--- config.mk ---
export PLATFORM = sky130hd
export DESIGN_NAME = alu_uart_interface
export DESIGN_NICKNAME = d
export VERILOG_FILES = /design/src/rtl/alu_pkg.sv /design/src/rtl/frame_timeout_counter.sv /design/src/rtl/alu_uart_interface.sv
export SDC_FILE = /design/constraint.sdc
export NUM_CORES = 1
export LEC_CHECK = 0
export ABC_AREA = 1
export CORE_ASPECT_RATIO = 1.75
export CORE_MARGIN = 5
export CORE_UTILIZATION = 45
export CTS_CLUSTER_DIAMETER = 60
export DETAILED_ROUTE_END_ITERATION = 10
export PLACE_DENSITY = 0.71
export SYNTH_ARGS = -nofsm -noshare
export SYNTH_HDL_FRONTEND = slang
export SYNTH_HIERARCHICAL = 1
export SYNTH_SLANG_ARGS = --single-unit
--- constraint.sdc ---
create_clock -name clock -period 2.25 [get_ports clock]
set_input_delay 0.225 -clock clock [delete_from_list [all_inputs] [get_ports clock]]
set_output_delay 0.225 -clock clock [all_outputs]
set_load 0.05 [all_outputs]
--- src/rtl/alu_pkg.sv ---
`default_nettype none
// ---------------------------------------------------------------------------
// alu_pkg : opcodes shared with the Alu and the sequencer state encoding
// Revision: 1.0
// ---------------------------------------------------------------------------
package alu_pkg;

  localparam logic [5:0] OP_ADD = 6'b100000;
  localparam logic [5:0] OP_SUB = 6'b100010;
  localparam logic [5:0] OP_AND = 6'b100100;
  localparam logic [5:0] OP_OR  = 6'b100101;
  localparam logic [5:0] OP_XOR = 6'b100110;
  localparam logic [5:0] OP_SRA = 6'b000011;
  localparam logic [5:0] OP_SRL = 6'b000010;
  localparam logic [5:0] OP_NOR = 6'b100111;

  localparam int STATE_W = 3;

  typedef enum logic [STATE_W-1:0] {
    S_A       = 3'd0,
    S_B       = 3'd1,
    S_OP      = 3'd2,
    S_CALC    = 3'd3,
    S_SEND    = 3'd4,
    S_WAIT_TX = 3'd5
  } state_t;

  function automatic logic is_busy_state(input state_t s);
    return (s == S_CALC) || (s == S_SEND) || (s == S_WAIT_TX);
  endfunction

  // States in which a partially received frame is subject to the idle timeout
  function automatic logic is_frame_state(input state_t s);
    return (s == S_B) || (s == S_OP);
  endfunction

endpackage
`default_nettype wire

--- src/rtl/frame_timeout_counter.sv ---
`default_nettype none
// ---------------------------------------------------------------------------
// frame_timeout_counter : counts enabled idle cycles, flags the last one
// Revision: 1.0
// ---------------------------------------------------------------------------
module frame_timeout_counter #(
  parameter int TIMEOUT_CYCLES = 1000000
) (
  input  logic clock,
  input  logic reset,
  input  logic enable,
  input  logic clear,
  output logic expired
);

  localparam int CNT_W = (TIMEOUT_CYCLES > 1) ? $clog2(TIMEOUT_CYCLES) : 1;
  localparam logic [CNT_W-1:0] LAST = CNT_W'(TIMEOUT_CYCLES - 1);

  logic [CNT_W-1:0] count;

  assign expired = enable && (count == LAST);

  // clear has priority so a byte arriving on the expiry cycle restarts the count
  always_ff @(posedge clock or posedge reset) begin
    if (reset) begin
      count <= '0;
    end else if (clear || expired) begin
      count <= '0;
    end else if (enable) begin
      count <= count + CNT_W'(1);
    end
  end

endmodule
`default_nettype wire

--- src/rtl/alu_uart_interface.sv ---
`default_nettype none
// ---------------------------------------------------------------------------
// alu_uart_interface : gathers A/B/opcode bytes from the UART receiver,
// drives the Alu and returns its result to the UART transmitter
// Revision: 1.0
// ---------------------------------------------------------------------------
module alu_uart_interface #(
  parameter int N_BITS         = 8,
  parameter int N_OP           = 6,
  parameter int TIMEOUT_CYCLES = 1000000
) (
  input  logic              clock,
  input  logic              reset,
  input  logic [N_BITS-1:0] rx_data,
  input  logic              rx_done,
  input  logic              tx_done,
  input  logic [N_BITS-1:0] alu_result,
  output logic [N_BITS-1:0] A,
  output logic [N_BITS-1:0] B,
  output logic [N_OP-1:0]   Op,
  output logic [N_BITS-1:0] tx_data,
  output logic              tx_start,
  output logic              busy,
  output logic              rx_overrun
);

  import alu_pkg::*;

  state_t state;
  state_t next_state;

  logic load_a;
  logic load_b;
  logic load_op;
  logic load_tx;
  logic byte_accept;
  logic overrun_set;
  logic timeout_enable;
  logic timeout_clear;
  logic timeout_expired;

  assign busy           = is_busy_state(state);
  assign byte_accept    = rx_done && !busy;
  assign overrun_set    = rx_done && busy;
  assign timeout_enable = is_frame_state(state);
  assign timeout_clear  = byte_accept || !timeout_enable;

  frame_timeout_counter #(
    .TIMEOUT_CYCLES(TIMEOUT_CYCLES)
  ) u_timeout (
    .clock  (clock),
    .reset  (reset),
    .enable (timeout_enable),
    .clear  (timeout_clear),
    .expired(timeout_expired)
  );

  always_ff @(posedge clock or posedge reset) begin
    if (reset) begin
      state <= S_A;
    end else begin
      state <= next_state;
    end
  end

  always_comb begin
    next_state = state;
    load_a     = 1'b0;
    load_b     = 1'b0;
    load_op    = 1'b0;
    load_tx    = 1'b0;
    case (state)
      S_A: begin
        if (rx_done) begin
          load_a     = 1'b1;
          next_state = S_B;
        end
      end
      S_B: begin
        if (rx_done) begin
          load_b     = 1'b1;
          next_state = S_OP;
        end else if (timeout_expired) begin
          next_state = S_A;
        end
      end
      S_OP: begin
        if (rx_done) begin
          load_op    = 1'b1;
          next_state = S_CALC;
        end else if (timeout_expired) begin
          next_state = S_A;
        end
      end
      S_CALC: begin
        // Op was registered on the previous edge, so alu_result is already settled
        load_tx    = 1'b1;
        next_state = S_SEND;
      end
      S_SEND: begin
        next_state = S_WAIT_TX;
      end
      S_WAIT_TX: begin
        if (tx_done) begin
          next_state = S_A;
        end
      end
      default: begin
        next_state = S_A;
      end
    endcase
  end

  always_ff @(posedge clock or posedge reset) begin
    if (reset) begin
      A          <= '0;
      B          <= '0;
      Op         <= '0;
      tx_data    <= '0;
      tx_start   <= 1'b0;
      rx_overrun <= 1'b0;
    end else begin
      if (load_a) begin
        A <= rx_data;
      end
      if (load_b) begin
        B <= rx_data;
      end
      if (load_op) begin
        Op <= rx_data[N_OP-1:0];
      end
      if (load_tx) begin
        tx_data <= alu_result;
      end
      tx_start <= (state == S_SEND);
      if (overrun_set) begin
        rx_overrun <= 1'b1;
      end
    end
  end

  logic unused_accept;
  assign unused_accept = byte_accept;

endmodule
`default_nettype wire

==> results_dict.tcl <==
set metrics [dict create \
    timing.critical_path.mode_cell "nand2_1" \
    rsz0062_at_grt "false" \
    finalSetupViolations 0 \
    cts_hold_repair.buffers 0 \
    fin_crit_ns 2.01 \
    clock.fmax_mhz 497 \
    ys_types 28 \
    cts-root-buf "clkbuf_8" \
    routed_wirelength_um 6450 \
    synth_seq_cells 55 \
    tightest_slew_ns 0.554 \
    track_usage_pct 17.1 \
    numCtsBuffers 5 \
    pin_count 53 \
    clkTransAtPathRegs_ns 0.10 \
    num_rows 38 \
    synth_area_sq_um 2810 \
    layout_common_cells "nand2_1 (76), dfrtp_1 (55), clkdlybuf4s50_1 (51), inv_1 (46)" \
    dp_hpwl_um 4840 \
    worst_ep_arrival_time_ns 2.24 \
    die_area_sq_um 8000 \
    drv_cap 0 \
    cts_setup_buffers 0 \
    finalWorstSetupSlack_ns 0.237 \
    p_leak_nw 1.62 \
    grt_pass1_wl_um 10900 \
    insertion_delay_ns 0.32 \
    ys_seq_area_share_pct 48.9 \
    critPathKind "reg -> reg" \
    viasPerCell 4.89 \
    antenna_found_initial 0 \
    dp_cells 463 \
    drive_gt1_share_pct 16.9 \
    finalClockSkew_ns 0.00826 \
    critPathMaxFanout 8 \
    start_util_pct 45.9 \
    vias 2304 \
    cts_tree "built" \
    status "completed" \
    fin_tns_setup_ns 0 \
    drt_iter0_drc 159 \
    slew_violations 0 \
    port_buffers 52 \
    cp_cell_sequence "inv_2 -> nand2_2 -> nor2_4 -> inv_2 -> nand2_1 -> inv_2 -> nor2_4 -> inv_1 -> nor2_1 -> inv_1 -> nand2_1 -> nor2_1 -> nand2_1 -> nand3_1 -> nand2_1 -> nand2_1" \
    worst-endpoint-required_ns 2.47 \
    cts.repair.resized 0 \
    avgSynthCellArea_sq_um 8.40 \
    htreeDepth 2 \
    syn_inst 335 \
    grt_pass1_vias 2386 \
    worst_setup_path_end_kind "flip-flop" \
    antenna_cells 0 \
    detail_route.wl_per_cell_um 13.7 \
    slew_headroom_pct 63.0 \
    die_h_um 115 \
    grt_remaining_overflow 0 \
    hold_violations 0 \
    cpMaxStageDelayCell "dfrtp_1" \
    yosys_warnings 6 \
    clockBufferDepth 2 \
    drc 0 \
    final_util_pct 57.0 \
    final_common_cell "nand2_1" \
    powerDensity_nw_per_um2 1340 \
    start_kind "flip-flop" \
    ir_worst_vdd_mv 0.790 \
    finalCritPeriodShare_pct 89.4 \
    hold_class "in -> async" \
    cts_sinks 55 \
    coreArea_sq_um 6130 \
    die_x_um 69.8 \
    drtAntennaViolNets 0 \
    layout.nets 411 \
    gp_congestion 0.927 \
    pre_cts_slack_ns 0.247 \
    area_growth_syn_to_layout_pct 24.3 \
    postSynthNetCount 356 \
    instances_no_fill 471 \
    grt_max_degree 36 \
    slowest_delay_ns 0.47 \
    drtPass1Iterations 4 \
]
-- through the flow --
stage          power (mW)  cell area [sq um]  hold WS [ns]
2_1_floorplan        3.34               2810         0.189
3_3_place_gp         4.00               3380         0.459
3_5_place_dp         4.04               3380         0.447
4_1_cts              4.74               3500         0.265
5_1_grt              4.99               3500         0.318
6_report             4.71               3500         0.247
-- where the power goes --
| group | switching [mW] | internal [mW] |
|---|---|---|
| combinational | 1.74 | 0.784 |
| clock | 0.359 | 0.336 |
| sequential | 0.203 | 1.28 |
| total | 2.30 | 2.40 |
-- cells in the mapped netlist (all sizes together) --
| cell type | instances | area share (%) |
|---|---|---|
| nand2 | 84 | 12 |
| dfrtp | 55 | 49 |
| inv | 54 | 7.2 |
| nor2 | 44 | 8.6 |
| o21ai | 33 | 6.9 |
| nand3 | 23 | 5.0 |
| nor3 | 10 | 2.3 |
| buf | 9 | 3.1 |
| a21oi | 8 | 1.6 |
| nand4 | 7 | 1.6 |
| xor2 | 3 | 0.93 |
| a21o | 1 | 0.27 |
| a31oi | 1 | 0.22 |
| ha | 1 | 0.44 |
| nor4 | 1 | 0.22 |
| xnor2 | 1 | 0.31 |
-- per-layer routing --
metal / global-route usage, % / wire [um]
met1: 18.4 / 2450
met2: 30.3 / 3370
met3: 5.01 / 365
met4: 8.57 / 262
met5: 0 / 0
-- sequential cells by signal, summed over array words and instances, names as in the netlist --
signal,count
A,8
B,8
tx_start,1
state,3
u_timeout/count,20
rx_overrun,1
Op,6
tx_data,8
-- kinds of logic after synthesis --
group | count (synthesis) | share of synthesized area (%)
xor gates and xnor gates | 4 | 1.25
and+or+nand+nor | 169 | 30.1
adders and majority gates | 1 | 0.445
DFF | 55 | 48.9
buffers and inverters | 63 | 10.3
AOI/OAI and AO/OA | 43 | 8.98
-- path summary, 6_finish.rpt --
check	from	to	slack, ns	cells past startpoint
min	reset	u_timeout/count[6]$_DFFE_PP0P_	0.25	3
min in group clock	alu_result[2]	tx_data[2]$_DFFE_PP0N_	0.44	3
max	state[1]$_DFFE_PP0P_	state[0]$_DFFE_PP0P_	0.24	16
min reg2reg	rx_overrun$_DFFE_PP0P_	rx_overrun$_DFFE_PP0P_	0.48	1
max in group asynchronous	reset	A[6]$_DFFE_PP0P_	1.63	3
max reg2reg	state[1]$_DFFE_PP0P_	state[0]$_DFFE_PP0P_	0.24	16
-- final cells by class --
class | instances | area [sq um]
fillers | 553 | 2640
inverters | 54 | 203
clock inverters | 3 | 46.3
clock buffers | 5 | 68.8
multi-input cells | 217 | 1150
flip-flops and latches | 55 | 1380
well taps | 80 | 100
repair buffers | 57 | 556
-- worst max-delay path, delay by kind of cell (launching register included) --
kind	cells	cell delay (ns)
buf+inv	5	0.40
flops	1	0.47
simple gates	11	1.06
Power figures use the tool's default switching activity.
